==> src/rtl/stv_arb_pkg.sv <==
// -----------------------------------------------------------------------------
// stv_arb_pkg
// Shared types and helpers for the stv round-robin arbitration blocks.
//   arb_state_e : arbiter grant state (idle / held under stall / packet-locked)
//   rr_next     : wrapping increment idx -> idx+1, with n-1 -> 0. The wrap
//                 compares against n-1 explicitly, so it also works when n is
//                 not a power of two.
// -----------------------------------------------------------------------------
package stv_arb_pkg;

   typedef enum logic [1:0] {
      ARB_IDLE   = 2'd0,
      ARB_HOLD   = 2'd1,
      ARB_LOCKED = 2'd2
   } arb_state_e;

   function automatic int unsigned rr_next(input int unsigned idx, input int unsigned n);
      return (idx == n - 32'd1) ? 32'd0 : idx + 32'd1;
   endfunction

endpackage

==> src/rtl/stv_rr_pick.sv <==
// -----------------------------------------------------------------------------
// stv_rr_pick
// Purely combinational rotating-priority picker. It returns the first set
// request found when searching ptr, ptr+1, ..., N-1, 0, ..., ptr-1.
//   req [N]   : request vector
//   ptr [IDW] : highest-priority index for this search (must be < N)
//   sel [IDW] : chosen index, 0 when no request is set
//   any       : at least one request is set
// -----------------------------------------------------------------------------
module stv_rr_pick
   import stv_arb_pkg::*;
#(
   parameter  int N   = 4,
   localparam int IDW = $clog2(N)
) (
   input  logic [N-1:0]   req,
   input  logic [IDW-1:0] ptr,
   output logic [IDW-1:0] sel,
   output logic           any
);

   always_comb begin
      logic [IDW-1:0] idx;
      sel = '0;
      any = 1'b0;
      idx = ptr;
      // Walk the ring once starting at ptr; the first hit wins.
      for (int k = 0; k < N; k++) begin
         if (!any && req[idx]) begin
            any = 1'b1;
            sel = idx;
         end
         idx = IDW'(rr_next(32'(idx), unsigned'(N)));
      end
   end

endmodule

==> src/rtl/stv_rr_arb.sv <==
// -----------------------------------------------------------------------------
// stv_rr_arb
// N-way round-robin arbiter that shares one downstream ready/valid port
// between N requesters. The winner's beat is muxed to the output and tagged
// with its requester index. A grant is frozen while the output is stalled.
//
// Optional feature (macro STV_RR_ARB_PKT_LOCK_EN):
//   defined   : packet lock -- once a beat with last=0 is accepted, the grant
//               stays with that requester until its last=1 beat is accepted,
//               even across valid gaps.
//   undefined : re-arbitration after every accepted beat; in_last is only
//               passed through to out_last.
//
// Ports:
//   clk, rst          : clock, synchronous active-high reset
//   in_valid  [N]     : per-requester valid
//   in_ready  [N]     : per-requester ready, at most one bit set
//   in_data   [N*W]   : requester i at bits [i*WIDTH +: WIDTH]
//   in_last   [N]     : per-requester end-of-packet
//   out_valid/out_ready/out_data/out_last : downstream channel
//   out_id    [IDW]   : index of the requester driving the output
//   busy              : grant held (state not idle)
// -----------------------------------------------------------------------------
module stv_rr_arb
   import stv_arb_pkg::*;
#(
   parameter  int N     = 4,
   parameter  int WIDTH = 32,
   localparam int IDW   = $clog2(N)
) (
   input  logic               clk,
   input  logic               rst,
   input  logic [N-1:0]       in_valid,
   output logic [N-1:0]       in_ready,
   input  logic [N*WIDTH-1:0] in_data,
   input  logic [N-1:0]       in_last,
   output logic               out_valid,
   input  logic               out_ready,
   output logic [WIDTH-1:0]   out_data,
   output logic               out_last,
   output logic [IDW-1:0]     out_id,
   output logic               busy
);

`ifdef STV_RR_ARB_PKT_LOCK_EN
   localparam bit PKT_LOCK = 1'b1;
`else
   localparam bit PKT_LOCK = 1'b0;
`endif

   arb_state_e     state_q;
   logic [IDW-1:0] gnt_q;
   logic [IDW-1:0] ptr_q;

   logic [IDW-1:0] pick_sel;
   logic           pick_any;
   logic [IDW-1:0] sel;
   logic [IDW-1:0] ptr_nxt;
   logic           accept;

   stv_rr_pick #(.N(N)) u_pick (
      .req (in_valid),
      .ptr (ptr_q),
      .sel (pick_sel),
      .any (pick_any)
   );

   // In IDLE the picker decides; otherwise the frozen grant drives the mux.
   assign sel     = (state_q == ARB_IDLE) ? pick_sel : gnt_q;
   assign ptr_nxt = IDW'(rr_next(32'(sel), unsigned'(N)));

   always_comb begin
      out_valid = 1'b0;
      if (!rst) begin
         out_valid = (state_q == ARB_IDLE) ? pick_any : in_valid[sel];
      end
   end

   assign out_data = in_data[int'(sel) * WIDTH +: WIDTH];
   assign out_last = in_last[sel];
   assign out_id   = sel;
   assign accept   = out_valid && out_ready;
   assign busy     = (state_q != ARB_IDLE);

   always_comb begin
      in_ready      = '0;
      in_ready[sel] = accept;
   end

   always_ff @(posedge clk) begin
      if (rst) begin
         state_q <= ARB_IDLE;
         gnt_q   <= '0;
         ptr_q   <= '0;
      end else begin
         case (state_q)
            ARB_IDLE: begin
               if (out_valid) begin
                  if (!accept) begin
                     // Freeze the grant so out_id/out_data cannot move under stall.
                     gnt_q   <= sel;
                     state_q <= ARB_HOLD;
                  end else if (PKT_LOCK && !out_last) begin
                     gnt_q   <= sel;
                     state_q <= ARB_LOCKED;
                  end else begin
                     ptr_q <= ptr_nxt;
                  end
               end
            end
            ARB_HOLD: begin
               if (accept) begin
                  if (PKT_LOCK && !out_last) begin
                     state_q <= ARB_LOCKED;
                  end else begin
                     ptr_q   <= ptr_nxt;
                     state_q <= ARB_IDLE;
                  end
               end
            end
            ARB_LOCKED: begin
               // Valid gaps keep the lock; only the accepted last beat releases it.
               if (accept && out_last) begin
                  ptr_q   <= ptr_nxt;
                  state_q <= ARB_IDLE;
               end
            end
            default: begin
               state_q <= ARB_IDLE;
            end
         endcase
      end
   end

endmodule
==> config.mk <==
export PLATFORM = sky130hd
export DESIGN_NAME = stv_rr_arb
export DESIGN_NICKNAME = d
export VERILOG_FILES = /design/src/rtl/stv_arb_pkg.sv /design/src/rtl/stv_rr_pick.sv /design/src/rtl/stv_rr_arb.sv
export SDC_FILE = /design/constraint.sdc
export NUM_CORES = 1
export LEC_CHECK = 0
export ABC_AREA = 1
export ABC_CLOCK_PERIOD_IN_PS = 4900
export BUFFER_PORTS_ARGS = -buffer_cell sky130_fd_sc_hd__buf_2
export CAP_MARGIN = 30
export CORE_MARGIN = 2
export CORE_UTILIZATION = 39
export CTS_BUF_LIST = sky130_fd_sc_hd__clkbuf_4
export DETAILED_ROUTE_END_ITERATION = 16
export PLACE_DENSITY = 0.91
export REMOVE_ABC_BUFFERS = 1
export SLEW_MARGIN = 20
export SYNTH_ARGS = -nofsm -noshare
export SYNTH_HDL_FRONTEND = slang
export SYNTH_SLANG_ARGS = --single-unit
==> constraint.sdc <==
create_clock -name clk -period 4.9 [get_ports clk]
set_input_delay 0.49 -clock clk [delete_from_list [all_inputs] [get_ports clk]]
set_output_delay 0.49 -clock clk [all_outputs]
set_load 0.1 [all_outputs]
### Yosys cells after proc, flatten, opt, wreduce, memory -nomap -nowiden

Cells that the tools add are included.

* $add $sub $neg: 4
* order comparisons: 6
* eq/ne operators: 10
* shift-type cells: 1
* mux-type cells: 38
* bitwise gates (word level): 2
* reduce and logical (&&, ||, !) cells: 15

Operators by type and width (count)
* $shiftx A128 B8 Y32: 1
* $mux W2: 16
* $lt A2 B3 Y1 const B: 5
* $mux W1: 13
* $bmux W1 S2: 6
* $pmux W2 S3: 2
* $eq A2 B2 Y1 const B: 5
* $add A2 B1 Y2 const B: 4
* $ne A2 B2 Y1 const B: 4
* $logic_and A1 B1 Y1: 6
* $reduce_and A3 Y1: 2
* $and A4 B4 Y4: 1
* $reduce_and A4 Y1: 1
* $logic_not A1 Y1: 3
* $reduce_bool A3 Y1: 1
* $demux W1 S2: 1
* $eq A2 B1 Y1 const B: 1
* $ge A2 B1 Y1 const B: 1
* $logic_not A2 Y1: 1
* $reduce_bool A2 Y1: 1
* $not A1 Y1: 1

* flip-flop bits (word level): 6
* input port bits: 139
* word-level logic and storage cells: 79

### Depth between registers and ports, before layout

Gate-level depths: netlist of run 1.

* depth in word-level cells: 21
* mapped depth: 21
* depth with buffers taken out: 20

### Modules after synthesis

From an unflattened synthesis of run 1, not the netlist that was laid out.

* cells, all modules: 307
* area, all modules: 1699.1 µm²

Modules (own cells, without submodules)
* stv_rr_arb: instances 1, cells each 255, area each 1417.6 µm²
* stv_rr_pick: instances 1, cells each 52, area each 281.5 µm²

### Least setup slack after synthesis of run 1

OpenSTA, ideal clock, no wires.

* path type: register to output
* start point: reg ptr_q[0]
* end point: out out_data[0]
* arrival: 4.321 ns
* setup slack: 0.089 ns
* stages on the path, launching flop included: 16
* cell sequence: dfxtp_1 > ha_1 > inv_1 > nand2_1 > nand2_1 > nand2_1 > nand2_1 > inv_2 > nand2_2 > o21ai_2 > inv_1 > nand2_2 > nand2_4 > clkbuf_1 > o21ai_0 > o22ai_1

* longest elaborated chain between the ends: 14

Ends and longest elaborated chain
* start: declaration: RTL line stv_rr_arb.sv:53 `logic [IDW-1:0] ptr_q;`
* start signal: assignment: RTL line stv_rr_arb.sv:107 `ptr_q <= ptr_nxt;`
* start signal: assignment: RTL line stv_rr_arb.sv:116 `ptr_q <= ptr_nxt;`
* start signal: assignment: RTL line stv_rr_arb.sv:124 `ptr_q <= ptr_nxt;`
* parallel branches: the longest is 11 deep, another holds $add A2 B1 Y2
* $mux W2 (*): RTL line stv_rr_pick.sv:29 `if (!any && req[idx]) begin`
* $mux W2 (*): RTL line stv_rr_arb.sv:69 `assign sel = (state_q == ARB_IDLE) ? pick_sel : gnt_q;`
* via out_id[1]: RTL line stv_rr_arb.sv:41 `output logic [IDW-1:0] out_id,`
* $shiftx A128 B8 Y32 (*): RTL line stv_rr_arb.sv:79 `assign out_data = in_data[int'(sel) * WIDTH +: WIDTH];`
* end: declaration: RTL line stv_rr_arb.sv:39 `output logic [WIDTH-1:0] out_data,`

Mark *: on every way through the listed nets, which the timed path passes. The select of a mux whose other input is x is not followed.

### Worst setup path after layout of run 1

* start point: reg ptr_q[0]
* end point: out out_data[5]

* longest elaborated chain between the ends: 14

Ends and longest elaborated chain (RTL line)
* parallel branches: the longest is 11 deep, another holds $add A2 B1 Y2
* $mux W2 (*): stv_rr_pick.sv:29
* $mux W2 (*): stv_rr_arb.sv:69
* $shiftx A128 B8 Y32 (*): stv_rr_arb.sv:79

Mark *: on every way between the ends. The select of a mux whose other input is x is not followed.

==> results of run 1 <==
-- sequential cells by signal, indices dropped and copies added (netlist names) --
register / cells
gnt_q: 2
ptr_q: 2
state_q: 1
-- cell type report --
cell class                 instances  area [um^2]
clock buffer                       4        30.03
fill                             382         1491
inverter                          25        98.84
multi-input combinational        257         1351
sequential                         5        100.1
tap                               50        62.56
timing repair buffer             181        923.4
-- synth_stat cells (all sizes together) --
| cell type | number |
|---|---|
| nand3 | 23 |
| clkbuf | 8 |
| o21ai | 69 |
| nor2 | 78 |
| a21boi | 1 |
| o22ai | 33 |
| ha | 5 |
| nand4 | 3 |
| nor3 | 2 |
| nand2 | 39 |
| buf | 12 |
| a21oi | 3 |
| dfxtp | 5 |
| inv | 24 |
| clkinv | 1 |
| or2 | 1 |
-- worst reg2reg max path, stage by stage (launching register included) --
cell and delay (ns):
dfxtp_1 0.46, ha_1 0.35, inv_1 0.20, nand2_1 0.08
nand2_1 0.07, nand2_1 0.04, nand2_1 0.12, inv_2 0.07
nand4_1 0.10, nand3_2 0.13, nand2_4 0.08, buf_4 0.50
nand2_1 0.20, nand3_4 0.11, nand3_4 0.11, nand3_4 0.12
nand2_1 0.06, inv_1 0.05, nor2_1 0.04
-- final timing paths --
path,slack [ns],end,from,cells after the start
worst min-delay path,0.52,state_q[0],out_ready,2
worst max register to register,1.92,ptr_q[1],ptr_q[0],18
worst max-delay path,1.02,out_data[5],ptr_q[0],14
worst min register to register,0.56,gnt_q[0],gnt_q[0],2
-- cells by family after synthesis --
| family | share of synthesized area |
|---|---|
| AOI/OAI and AO/OA | 0.3489 |
| DFF | 0.06043 |
| buffers and inverters | 0.1239 |
| and+or+nand+nor | 0.4290 |
| adders and majority gates | 0.03776 |
-- through the flow --
step / utilization / hold slack, ns / instances
detailed placement: 0.6201 / 0.5417 / 517
global placement: 0.6201 / 0.5153 / 517
global route: 0.6324 / 0.5313 / 522
CTS: 0.6275 / 0.5158 / 521
floorplan: - / 0.5001 / 287
finish: 0.6324 / 0.5203 / 522
-- metal layers --
| metal | part of all wire | GRT usage | routed length [um] | up-vias |
|---|---|---|---|---|
| met4 | 0.060 | 0.1678 | 427 | 0 |
| li1 | - | - | - | 1381 |
| met1 | 0.35 | 0.2902 | 2491 | 1224 |
| met3 | 0.071 | 0.04360 | 504 | 29 |
| met2 | 0.52 | 0.5321 | 3688 | 137 |
| met5 | 0 | 0 | 0 | - |
==> reports/results.tsv, run 1 <==
metric	value	unit
status	complete, no violations	
path_common_cell	nand2_1	
dieWidth	69.18	um
cts_sinks	5	
yosysSeqAreaShare	0.06042	
cts.path.max_buffers	2	
area_growth_syn_to_layout	54.91	%
clk_pin_slew	0.05	ns
drive_gt1_frac	0.4428	
drt_iter0_markers	137	
ant_nets	0	
hold_viol_final	0	
grt_pass1_wl	11300	um
post_cts_resized	0	
die_y	69.18	um
coreArea	0.004058	mm^2
dr.pass1.iters	5	
timing.critical_path.cells	ha_1 > inv_1 > nand2_1 > nand2_1 > nand2_1 > nand2_1 > inv_2 > nand4_1 > nand3_2 > nand2_4 > buf_4 > o21ai_0 > o22ai_1 > buf_2	
mostFrequentLayoutCells	179 x buf_2, 75 x nor2_1, 64 x o21ai_0, 33 x o22ai_1, 32 x nand2_1	
ios	180	
grt_setup_unrepaired	no	
min_period_over_period	0.7920	
cts_root_buf	clkbuf_4	
avgRoutedWirePerCell	13.62	um
antenna_found_initial	0	
max_cap_violations	0	
worst_pin_slew	0.6308	ns
syn_avg_cell_area	5.396	um^2
viasPerCell	5.308	
clkLatencyLatePin	0.25	ns
ys_seq_elements	5	
start_util	0.4083	
syn-cell-area	0.001657	mm^2
maxSlewViolCount	0	
clock.fmax	257.7	MHz
period_minus_slack	3.881	ns
yosysWarningCount	0	
syn_inst	307	
vias	2771	
yosys.area.top_type	o21ai_0	
final_common_cell	buf_2	
cp_top_family	buffers and inverters	
cts.hold.buffers_added	0	
crit_fanout	72	
relSlewSlack	0.5795	
grt_pass1_vias	2496	
end_kind	primary output	
fin_setup_tns	0	ns
cts_tree	built	
wirelength	7112	um
path_class	register to primary output	
skew	0.006292	ns
gp_congestion	0.9655	
cp_slowest_cell	buf_4	
dp_hpwl	5634	um
worstPathArrival	3.39	ns
design_area	0.002566	mm^2
dp_slack	1.136	ns
die-area	0.004785	mm^2
placed_area	0.002516	mm^2
grt_overflow	0	
crit_path_start_kind	register	
cts_setup_buffers	0	
max_stage_delay	0.50	ns
synth_cell_types	29	
cts_made_buffers	3	
synth_area_leaders	o21ai_0 19%, nor2_1 17%, o22ai_1 12%	
grt_use_total	0.2825	
num_rows	23	
hp-class	primary input to register	
worst_slack	1.019	ns
grt_start_max_net_pins	73	
io_buffer_count	179	
drc	0	
setup_viol_count_final	0	
crit_required	4.41	ns
insertedDiodeCount	0	
synth_top_area_frac	0.1934	
cts_max_level	1	
fin_nets	617	
critPathBufInv	4	
Power of run 1 is not shown: default switching activity piles up to over one toggle a cycle in this logic, so the estimate is an artifact.
==> run 2, diff against run 1 <==
--- a/config.mk
+++ b/config.mk
@@ -5,15 +5,15 @@
 export SDC_FILE = /design/constraint.sdc
 export NUM_CORES = 1
 export LEC_CHECK = 0
-export ABC_AREA = 1
-export ABC_CLOCK_PERIOD_IN_PS = 4900
+export ABC_AREA = 0
+export ABC_CLOCK_PERIOD_IN_PS = 3300
 export BUFFER_PORTS_ARGS = -buffer_cell sky130_fd_sc_hd__buf_2
 export CAP_MARGIN = 30
 export CORE_MARGIN = 2
-export CORE_UTILIZATION = 39
+export CORE_UTILIZATION = 34
 export CTS_BUF_LIST = sky130_fd_sc_hd__clkbuf_4
 export DETAILED_ROUTE_END_ITERATION = 16
-export PLACE_DENSITY = 0.91
+export PLACE_DENSITY = 0.81
 export REMOVE_ABC_BUFFERS = 1
 export SLEW_MARGIN = 20
 export SYNTH_ARGS = -nofsm -noshare
==> constraint.sdc (replaced) <==
create_clock -name clk -period 3.3 [get_ports clk]
set_input_delay 0.33 -clock clk [delete_from_list [all_inputs] [get_ports clk]]
set_output_delay 0.33 -clock clk [all_outputs]
set_load 0.1 [all_outputs]
==> reports/results.tsv, run 2 <==
metric	value	unit	change
status	complete, no violations		
io_buffer_count	179		unchanged
synth_enable_flop_cells	0		unchanged
die_y	77.05	um	+11%
grt_setup_unrepaired	yes		
crit_fanout	9		-88%
start_util	0.3530		-0.05529
setup_viol_count_final	0		unchanged
syn_inst	203		-34%
design_area	0.003712	mm^2	+45%
p_comb_frac	0.916		
dieWidth	77.05	um	+11%
clkLatencyLatePin	0.25	ns	about the same
dr.pass1.iters	4		-1
mostFrequentLayoutCells	142 x buf_2, 66 x mux2i_1, 43 x buf_12, 31 x mux2i_2, 11 x nor2_1		
syn-cell-area	0.001814	mm^2	+9.5%
worstPathArrival	2.92	ns	-0.47 ns
grt_start_max_net_pins	37		-49%
area_growth_syn_to_layout	104.6	%	
synth_area_leaders	mux2i_1 57%, dfxtp_1 5.5%, ha_1 3.4%		
vias	2353		-15%
wirelength	7831	um	+10%
ys_async_sr_fraction	0		unchanged
synth-main-ff-cell	dfxtp_1		
grt_overflow	0		unchanged
coreArea	0.005140	mm^2	+27%
p_clk_frac	0.045		
drive_gt1_frac	0.6500		+0.2072
avgRoutedWirePerCell	17.40	um	+28%
placed_area	0.003322	mm^2	+32%
drc	0		unchanged
die-area	0.005936	mm^2	+24%
internal-power	0.7720	mW	
yosysWarningCount	0		unchanged
fin_nets	525		-15%
min_path_cells	2		unchanged
min_period_over_period	0.9842		
path_class	register to primary output		
drt-met1-wl	2805	um	+13%
cts_tree	built		
fin_setup_tns	0	ns	unchanged
cts_max_level	1		unchanged
ys_seq_elements	5		unchanged
num_rows	26		+13%
p_seq_frac	0.039		
reg2regPathDepth	11		-7
grt_use_total	0.2212		-0.06124
cts.path.max_buffers	2		unchanged
grt_pass1_vias	2371		-5.0%
hold_viol_final	0		unchanged
crit_required	2.97	ns	-1.44 ns
hp-class	primary input to register		
viasPerCell	5.229		-1.5%
yosys.area.top_type	mux2i_1		
wl_met3	469	um	-6.9%
p_leak	2.013	nW	
grt_pass1_wl	10720	um	-5.1%
final_common_cell	buf_2		
worst_pin_slew	0.5012	ns	-0.1297 ns
cts.hold.buffers_added	0		unchanged
cts_root_buf	clkbuf_4		
synth_common_cells	104 x mux2i_1, 12 x nor2_1, 8 x a21oi_1		
syn_avg_cell_area	8.937	um^2	+66%
cts_made_buffers	3		unchanged
drt_iter0_markers	99		-28%
cts_sinks	5		unchanged
wl_met2	4362	um	+18%
reg.largest.list	gnt_q x2, ptr_q x2, state_q x1		
crit_path_start_kind	register		
irDropWorstVdd	0.2890	mV	
ant_nets	0		unchanged
whs	0.3448	ns	-0.1755 ns
synth_top_area_frac	0.5738		+0.3804
yosysSeqAreaShare	0.05517		-0.005251
insertedDiodeCount	0		unchanged
synth_cell_types	35		+21%
p_per_area	490.2	mW/mm^2	
total_power	1.820	mW	
clock.fmax	307.9	MHz	
ios	180		unchanged
relSlewSlack	0.6615		+0.08207
clk_pin_slew	0.05	ns	about the same
yosysMostFrequentCell	mux2i_1		
swShare	0.5758		
power.switching	1.048	mW	
antenna_found_initial	0		unchanged
highest_layer	met4		
period_minus_slack	3.248	ns	
gp_congestion	0.9483		-1.8%
skew	0.004960	ns	-0.001332 ns
maxSlewViolCount	0		unchanged
dp_hpwl	5753	um	+2.1%
end_kind	primary output		
max_cap_violations	0		unchanged
[run 2: changes by cell type in the layout (fill, tap and decap cells not counted), sizes merged, moves of 7 or more]
| cell | before | now |
|---|---|---|
| buf | 181 | 188 |
| inv | 24 | 6 |
| mux2i | 0 | 105 |
| nand2 | 39 | 6 |
| nand3 | 23 | 0 |
| nor2 | 78 | 12 |
| o21ai | 69 | 2 |
| o22ai | 33 | 2 |
[run 2: cell families after synthesis]
group / synth area share
AO/OA/AOI/OAI: 0.08207
adder cells (fa/ha/maj): 0.03448
buffers and inverters: 0.1007
flip-flops: 0.05517
multiplexers: 0.6110
AND/OR/NAND/NOR: 0.1166
[run 2: path summary, 6_finish.rpt]
kind | slack [ns] | start | endpoint
worst min register to register | 0.47 | gnt_q[1] | gnt_q[1]
worst max register to register | 0.63 | ptr_q[0] | ptr_q[1]
worst max-delay path | 0.05 | ptr_q[1] | out_data[16]
worst min-delay path | 0.34 | rst | gnt_q[1]
[run 2: area by class of cell]
type                    count  area, um^2
multi-input cells         173        1777
inverters                   6       22.52
repair buffers            192        1694
flip-flops and latches      5       101.3
well taps                  70       87.58
fillers                   384        1428
clock buffers               4       30.03
[run 2: worst max-delay path: stages, from the launching register on]
cell and delay, ns:
dfxtp_2 0.35, ha_1 0.31, inv_2 0.10, mux4_2 0.55, nor2_2 0.13, a32oi_2 0.16
a31oi_4 0.23, buf_12 0.16, clkbuf_16 0.20, mux2i_2 0.28, buf_12 0.21
[run 2: power groups by stage]
stage                     sequential, mW  combinational, mW  clock, mW
after CTS                         0.0708               1.51     0.0837
after global routing              0.0718               1.71     0.0867
after floorplan                   0.0801              0.975          0
after detailed placement          0.0719               1.50          0
after global placement            0.0714               1.48          0
final                             0.0714               1.67     0.0820
[run 2: layer usage]
metal  track usage  vias to the layer above
li1              -                     1110
met2        0.4395                      117
met1        0.2344                     1111
met4       0.08750                        0
met5             0                        -
met3       0.02353                       15
[run 2: stage by stage]
step	instances	setup slack, ns	util
3_3_place_gp	440	0.2462	0.6463
4_1_cts	444	0.001173	0.6568
2_1_floorplan	184	-3.970	-
5_1_grt	450	-0.05813	0.7222
3_5_place_dp	440	0.1840	0.6463
6_report	450	0.05226	0.7222
[run 2: what timing repair did]
| action | CTS | global route |
|---|---|---|
| endpoints found under the setup margin | 33 | 38 |
| gates cloned | 0 | 4 |
| setup buffers | 0 | 2 |
| gates resized for setup | 5 | 46 |
| pin swaps | 1 | 2 |
(Power assumes the default switching activity.)
==> run 3, diff against run 2 <==
--- a/config.mk
+++ b/config.mk
@@ -15,6 +15,7 @@
 export DETAILED_ROUTE_END_ITERATION = 16
 export PLACE_DENSITY = 0.81
 export REMOVE_ABC_BUFFERS = 1
+export SETUP_SLACK_MARGIN = 0.1
 export SLEW_MARGIN = 20
 export SYNTH_ARGS = -nofsm -noshare
 export SYNTH_HDL_FRONTEND = slang
==> reports/results.tsv, run 3 (same netlist as run 2, synthesis figures left out) <==
metric	value	unit	change
io_buffer_count	179		unchanged
drc	0		unchanged
grt.busiest_layer	met2		
insertedDiodeCount	0		unchanged
area_growth_syn_to_layout	126.1	%	
grt_overflow	0		unchanged
clock.fmax	310.2	MHz	+0.75%
grt_start_max_net_pins	37		unchanged
drt_iter0_markers	127		+28%
fin_setup_tns	0	ns	unchanged
cts_made_buffers	3		unchanged
p_leak	2.082	nW	+3.4%
grtUsageMet2	0.4886		+0.04912
irDropWorstVdd	0.3169	mV	+9.7%
hold_viol_final	0		unchanged
grt_use_total	0.2565		+0.03524
hp-class	primary input to register		
grt_setup_unrepaired	yes		
cts.path.max_buffers	2		unchanged
p_per_area	482.9	mW/mm^2	-1.5%
design_area	0.004103	mm^2	+11%
worstPathArrival	2.89	ns	-0.03 ns
antenna_found_initial	0		unchanged
cts_tree	built		
clk_pin_slew	0.05	ns	about the same
use_met1	0.2818		+0.04744
maxSlewViolCount	0		unchanged
grt_pass1_wl	12110	um	+13%
placed_area	0.003322	mm^2	unchanged
crit_fanout	18		+9
status	complete, no violations		
avgRoutedWirePerCell	19.63	um	+13%
min_period_over_period	0.9769		-0.007305
worst_pin_slew	0.5447	ns	+0.04354 ns
whs	0.3518	ns	+0.007040 ns
fillers	316		-18%
cts_root_buf	clkbuf_4		
num_rows	26		unchanged
p_clk_frac	0.042		-0.003
crit_path_start_kind	register		
swShare	0.5629		-0.01293
grt_use_met3	0.02588		+0.002353
reg.largest.list	gnt_q x2, ptr_q x2, state_q x1		
dp_hpwl	5753	um	unchanged
die-area	0.005936	mm^2	unchanged
p_comb_frac	0.922		+0.006
seqCellArea	107.6	um^2	+6.2%
ios	180		unchanged
viasPerCell	5.380		+2.9%
mostFrequentLayoutCells	142 x buf_2, 54 x mux2i_1, 41 x buf_12, 28 x mux2i_4, 23 x mux2i_2		
end_kind	primary output		
ant_nets	0		unchanged
start_util	0.3530		unchanged
vias	2475		+5.2%
instances_no_fill	460		+2.2%
max_cap_violations	0		unchanged
crit_required	2.97	ns	about the same
path_class	register to primary output		
dp_cells	440		unchanged
grt_pass1_vias	2503		+5.6%
relSlewSlack	0.6321		-0.02941
die_y	77.05	um	unchanged
cts_max_level	1		unchanged
setup_viol_count_final	0		unchanged
cts_sinks	5		unchanged
skew	0.004117	ns	-0.0008437 ns
wirelength	9032	um	+15%
cts.hold.buffers_added	0		unchanged
final_common_cell	buf_2		
drive_gt1_frac	0.7000		+0.05000
coreArea	0.005140	mm^2	unchanged
multi_input_area	0.002018	mm^2	+14%
fin_nets	535		+1.9%
clkLatencyLatePin	0.25	ns	about the same
period_minus_slack	3.224	ns	-0.02411 ns
p_seq_frac	0.036		-0.003
power.switching	1.115	mW	+6.4%
gp_congestion	0.9483		unchanged
internal-power	0.8660	mW	+12%
dr.pass1.iters	4		unchanged
dieWidth	77.05	um	unchanged
==> run 3: changes by cell type in the layout (fill, tap and decap cells not counted), sizes merged <==
cell,before,now
clkbuf,8,10
buf,188,196
==> run 3: through the flow <==
step / power, mW / utilization / worst slack [ns]
2_1_floorplan: 1.056 / - / -3.970
3_3_place_gp: 1.546 / 0.6463 / 0.2462
3_5_place_dp: 1.570 / 0.6463 / 0.1840
4_1_cts: 1.751 / 0.6896 / 0.07737
5_1_grt: 2.030 / 0.7982 / 0.006006
6_report: 1.981 / 0.7982 / 0.07637
==> run 3: critical path: stages (launching register included) <==
cell and delay [ns]:
dfxtp_4 0.36, buf_8 0.14, mux2i_4 0.28, mux2i_4 0.12, or3_4 0.41, a32oi_4 0.25, buf_12 0.17, buf_12 0.19
mux2i_1 0.37, mux2i_4 0.13, buf_12 0.19
==> run 3: layout make-up <==
cell class,instances,area share
repair buffers,202,0.4471
well taps,70,0.02135
multi-input cells,173,0.4919
clock buffers,4,0.007319
inverters,6,0.006099
flip-flops and latches,5,0.02623
==> run 3: power groups by stage <==
| stage | Combinational [mW] | Sequential [mW] | Clock [mW] |
|---|---|---|---|
| 5_1_grt | 1.87 | 0.0722 | 0.0867 |
| 3_3_place_gp | 1.48 | 0.0714 | 0 |
| 4_1_cts | 1.60 | 0.0710 | 0.0837 |
| 2_1_floorplan | 0.975 | 0.0801 | 0 |
| 6_report | 1.83 | 0.0717 | 0.0824 |
| 3_5_place_dp | 1.50 | 0.0719 | 0 |
==> run 3: repair_timing <==
item	CTS	global route
buffers inserted	2	7
hold endpoints to repair	0	0
gates cloned	1	6
pin swaps	1	5
gates resized for setup	38	58
setup endpoints to repair	37	38
==> run 3: path summary, 6_finish.rpt <==
check             slack, ns  cells past startpoint           to     start
setup reg to reg       0.63                     11     ptr_q[1]  ptr_q[1]
hold reg to reg        0.48                      2     gnt_q[1]  gnt_q[1]
setup / recovery       0.08                     10  out_data[6]  ptr_q[0]
hold / removal         0.35                      2     gnt_q[0]       rst
==> run 3: layer usage <==
metal  share of wire  wire, um
met3           0.056       504
met4           0.046       412
met2            0.56      5094
met1            0.33      3020
met5               0         0
